[src/rtl/mux2.sv]
// 2:1 selector with a zero-latency combinational output and a registered copy
// carrying a valid flag and a saturating count of select changes between captures.
module mux2 #(
    parameter int WIDTH = 1,
    parameter int CNT_W = 8
) (
    input  logic             clk,
    input  logic             rst,
    input  logic [WIDTH-1:0] a,
    input  logic [WIDTH-1:0] b,
    input  logic             sel,
    input  logic             en,
    output logic [WIDTH-1:0] out,
    output logic [WIDTH-1:0] out_q,
    output logic             out_valid,
    output logic [CNT_W-1:0] sel_switches
);

    localparam logic [CNT_W-1:0] CNT_MAX = '1;

    logic [WIDTH-1:0] data_q, data_d;
    logic             valid_q, valid_d;
    logic             sel_prev_q, sel_prev_d;
    logic [CNT_W-1:0] cnt_q, cnt_d;

    assign out = sel ? b : a;

    // valid_q doubles as the "a prior capture has happened" flag for switch counting.
    always_comb begin
        data_d     = data_q;
        valid_d    = valid_q;
        sel_prev_d = sel_prev_q;
        cnt_d      = cnt_q;
        if (en) begin
            data_d     = out;
            valid_d    = 1'b1;
            sel_prev_d = sel;
            if (valid_q && (sel != sel_prev_q) && (cnt_q != CNT_MAX)) begin
                cnt_d = cnt_q + CNT_W'(1);
            end
        end
    end

    always_ff @(posedge clk or posedge rst) begin
        if (rst) begin
            data_q     <= '0;
            valid_q    <= 1'b0;
            sel_prev_q <= 1'b0;
            cnt_q      <= '0;
        end else begin
            data_q     <= data_d;
            valid_q    <= valid_d;
            sel_prev_q <= sel_prev_d;
            cnt_q      <= cnt_d;
        end
    end

    assign out_q        = data_q;
    assign out_valid    = valid_q;
    assign sel_switches = cnt_q;

endmodule

[config.mk]
export PLATFORM = sky130hd
export DESIGN_NAME = mux2
export DESIGN_NICKNAME = d
export VERILOG_FILES = /design/src/rtl/mux2.sv
export SDC_FILE = /design/constraint.sdc
export NUM_CORES = 1
export LEC_CHECK = 0
export ABC_AREA = 1
export BUFFER_PORTS_ARGS = -buffer_cell sky130_fd_sc_hd__buf_2
export CORE_AREA = 2 2 39 41
export DETAILED_ROUTE_END_ITERATION = 6
export DIE_AREA = 0 0 41 43
export GPL_ROUTABILITY_DRIVEN = 0
export PLACE_DENSITY = 0.78
export RECOVER_POWER = 100
export SETUP_SLACK_MARGIN = 0.15
export SLEW_MARGIN = 20
export SYNTH_ARGS = -nofsm -noshare
export SYNTH_HDL_FRONTEND = slang
export SYNTH_SLANG_ARGS = --single-unit
[constraint.sdc]
create_clock -name clk -period 2.75 [get_ports clk]
set_clock_uncertainty 0.05 [all_clocks]
set_input_delay 0.4125 -clock clk [delete_from_list [all_inputs] [get_ports clk]]
set_output_delay 0.4125 -clock clk [all_outputs]
set_load 0.05 [all_outputs]
==> results.json <==
{
  "fillers": 154,
  "dieArea_mm2": 0.00176,
  "cpPeakStageDelay_ns": 0.42,
  "ys_seq_area_share_pct": 39.6,
  "synthAdderAreaFrac_pct": 1.80,
  "synth_fp_nets": 96,
  "synth_xor_area_share_pct": 2.52,
  "synth_compound_area_share_pct": 0,
  "rsz0062_at_grt": "no",
  "tightestPinTransition_ns": 0.598,
  "synth_edf_count": 0,
  "place_inst": 120,
  "vias": 600,
  "vias_per_cell": 4.84,
  "drive_above_1_share_pct": 14.8,
  "setup_viol": 0,
  "synth_top_family_by_area": "simple AND/OR/NAND/NOR gates",
  "gr-total-overflow": 0,
  "critPathTopFamily": "simple AND/OR/NAND/NOR gates",
  "synth-simple-area-share_pct": 47.9,
  "period_share_pct": 61.5,
  "yosys.area.top_type": "dfrtp_1",
  "worstPathMaxFanout": 8,
  "netlist_top_cells_count": "39 x nand2_1, 11 x dfrtp_1, 10 x inv_1",
  "maxClockFrequency_ghz": 0.591,
  "fp-row-count": 14,
  "diodes": 0,
  "drtIter0Drc": 2,
  "core_mm2": 0.00138,
  "htreeDepth": 1,
  "powerDensity_mw_per_mm2": 798,
  "fp.dieH_um": 43,
  "yosys_warnings": 0,
  "crit_buf_inv": 0,
  "dieWidth_um": 41,
  "ios": 17,
  "antenna_found_initial": 0,
  "cts-root-buf": "clkbuf_4",
  "grtUsageTotal_pct": 17.7,
  "yosysTopAreaCellShare_pct": 39.6,
  "grt_pass1_wl_mm": 2.08,
  "clk_latency_ns": 0.27,
  "synthMuxAreaShare_pct": 1.62,
  "crit_slowest_cell": "dfrtp_1",
  "drv_cap": 0,
  "place_area_um2": 787,
  "post_cts_resized": 0,
  "fin_cells": 124,
  "max-slew-margin-rel_pct": 60.3,
  "post_synth_main_area_contributors": "dfrtp_1 40%, nand2_1 21%, inv_1 5.4%, nor2_4 4.9%, nand4_1 3.6%",
  "async_flop_share_pct": 100,
  "period_needed_ns": 1.69,
  "cts_tree": "built",
  "cts_setup_buffers": 0,
  "initial_utilization_pct": 50.2,
  "drv_slew": 0,
  "critical_path.startpoint_type": "flip-flop",
  "drc": 0,
  "wire_per_inst_um": 10.4,
  "ys_ff_latch": 11,
  "tns_ns": 0,
  "power.leakage_nw": 0.404,
  "numPortBuffers": 16,
  "stdcell_area_um2": 768,
  "ys_types": 18,
  "cp.arrival_ns": 1.80,
  "drt.antenna.violating_nets": 0,
  "firstDrtPassIters": 4,
  "crit_chain": "ha_1, nand2_1, nor2_1, nand2_1, nand3_1, nand2_1, nand2_1",
  "dpl.hpwl_mm": 1.06,
  "path_class": "flip-flop to flip-flop",
  "grt_max_degree": 12,
  "min_path_type": "primary input to asynchronous set/reset pin",
  "ctsHoldBuffers": 0,
  "cts.clk_slew.worst_paths_ns": 0.08,
  "synth_flop_cell": "dfrtp_1",
  "required_ns": 2.86,
  "status": "finished clean",
  "ctsLongestPathBuffers": 2,
  "peakVddDrop_mv": 0.480,
  "hold_viol_final": 0,
  "grt_pass1_vias": 511,
  "area_delta_synth_final_pct": 10.6,
  "syn_avg_cell_area_um2": 7.80,
  "cts.sink_count": 11,
  "final_nets": 116,
  "routed_wl_mm": 1.29,
  "cts_buffers": 3,
  "syn_area_um2": 694,
  "yosysMostFrequentCell": "nand2_1",
  "netlist_instances": 89,
  "cp-end-kind": "flip-flop",
  "cpMostUsedCell": "nand2_1"
}
registers in the layout, indices dropped and copies added (netlist names):
name          cells
sel_switches      8
out_valid         1
out_q             1
sel_prev_q        1
area by class of cell:
cell class              count  area, um2  share of cell area, %
flip-flops and latches     11        275                   35.8
well taps                  16       20.0                   2.61
repair buffers             16       65.1                   8.47
multi-input cells          67        344                   44.8
clock buffers               4       26.3                   3.42
inverters                  10       37.5                   4.89
cells in the final DEF, fill, tap and decap left out:
cell type / n
nand2_1: 41
clkbuf_1: 13
dfrtp_1: 11
inv_1: 10
nor2_1: 6
nand4_1: 4
buf_2: 4
nand3_1: 3
clkbuf_4: 3
nor2_4: 2
nor2_2: 2
xor2_1: 2
nand2_2: 1
nor2_8: 1
nand2_4: 1
mux2_2: 1
nand3b_1: 1
or2_2: 1
ha_1: 1
path summary, 6_finish.rpt:
| path | startpoint | cells after the start | to | slack, ns |
|---|---|---|---|---|
| max reg2reg | sel_switches[0]$_DFFE_PP0P_ | 7 | sel_switches[1]$_DFFE_PP0P_ | 1.06 |
| min in group clk | sel | 3 | sel_prev_q$_DFFE_PP0P_ | 0.37 |
| min reg2reg | out_q$_DFFE_PP0P_ | 2 | out_q$_DFFE_PP0P_ | 0.44 |
| max | sel_switches[0]$_DFFE_PP0P_ | 7 | sel_switches[1]$_DFFE_PP0P_ | 1.06 |
| min | rst | 2 | sel_switches[1]$_DFFE_PP0P_ | 0.08 |
| max in group asynchronous | rst | 2 | sel_prev_q$_DFFE_PP0P_ | 2.26 |
stage by stage:
| stage | hold WS [ns] | total power [mW] | utilization [%] | setup slack (ns) |
|---|---|---|---|---|
| 6_report | 0.0769 | 0.613 | 55.5 | 1.06 |
| 3_5_place_dp | 0.388 | 0.528 | 56.9 | 1.20 |
| 4_1_cts | 0.0919 | 0.640 | 58.8 | 1.20 |
| 2_1_floorplan | 0.215 | 0.466 | - | 1.14 |
| 3_3_place_gp | 0.378 | 0.521 | 56.9 | 1.21 |
| 5_1_grt | 0.117 | 0.652 | 55.5 | 0.879 |
logic make-up (layout without fill, tap and decap cells):
logic type               Yosys count  after routing
XOR/XNOR                           2              2
flip-flops                        11             11
AND/OR/NAND/NOR                   63             63
buffers and inverters             11             30
adder cells (fa/ha/maj)            1              1
multiplexers                       1              1
power breakdown:
| group | internal (mW) | switching (mW) |
|---|---|---|
| logic | 0.0616 | 0.202 |
| clock network | 0.0560 | 0.0528 |
| registers | 0.196 | 0.0451 |
layer usage:
layer	track usage [%]	share of wire, %	up-vias
met4	8.00	0	0
met1	21.5	42	282
li1	-	-	308
met3	3.14	3.4	0
met5	0	0	-
met2	28.7	54	10
(Power assumes the default switching activity.)
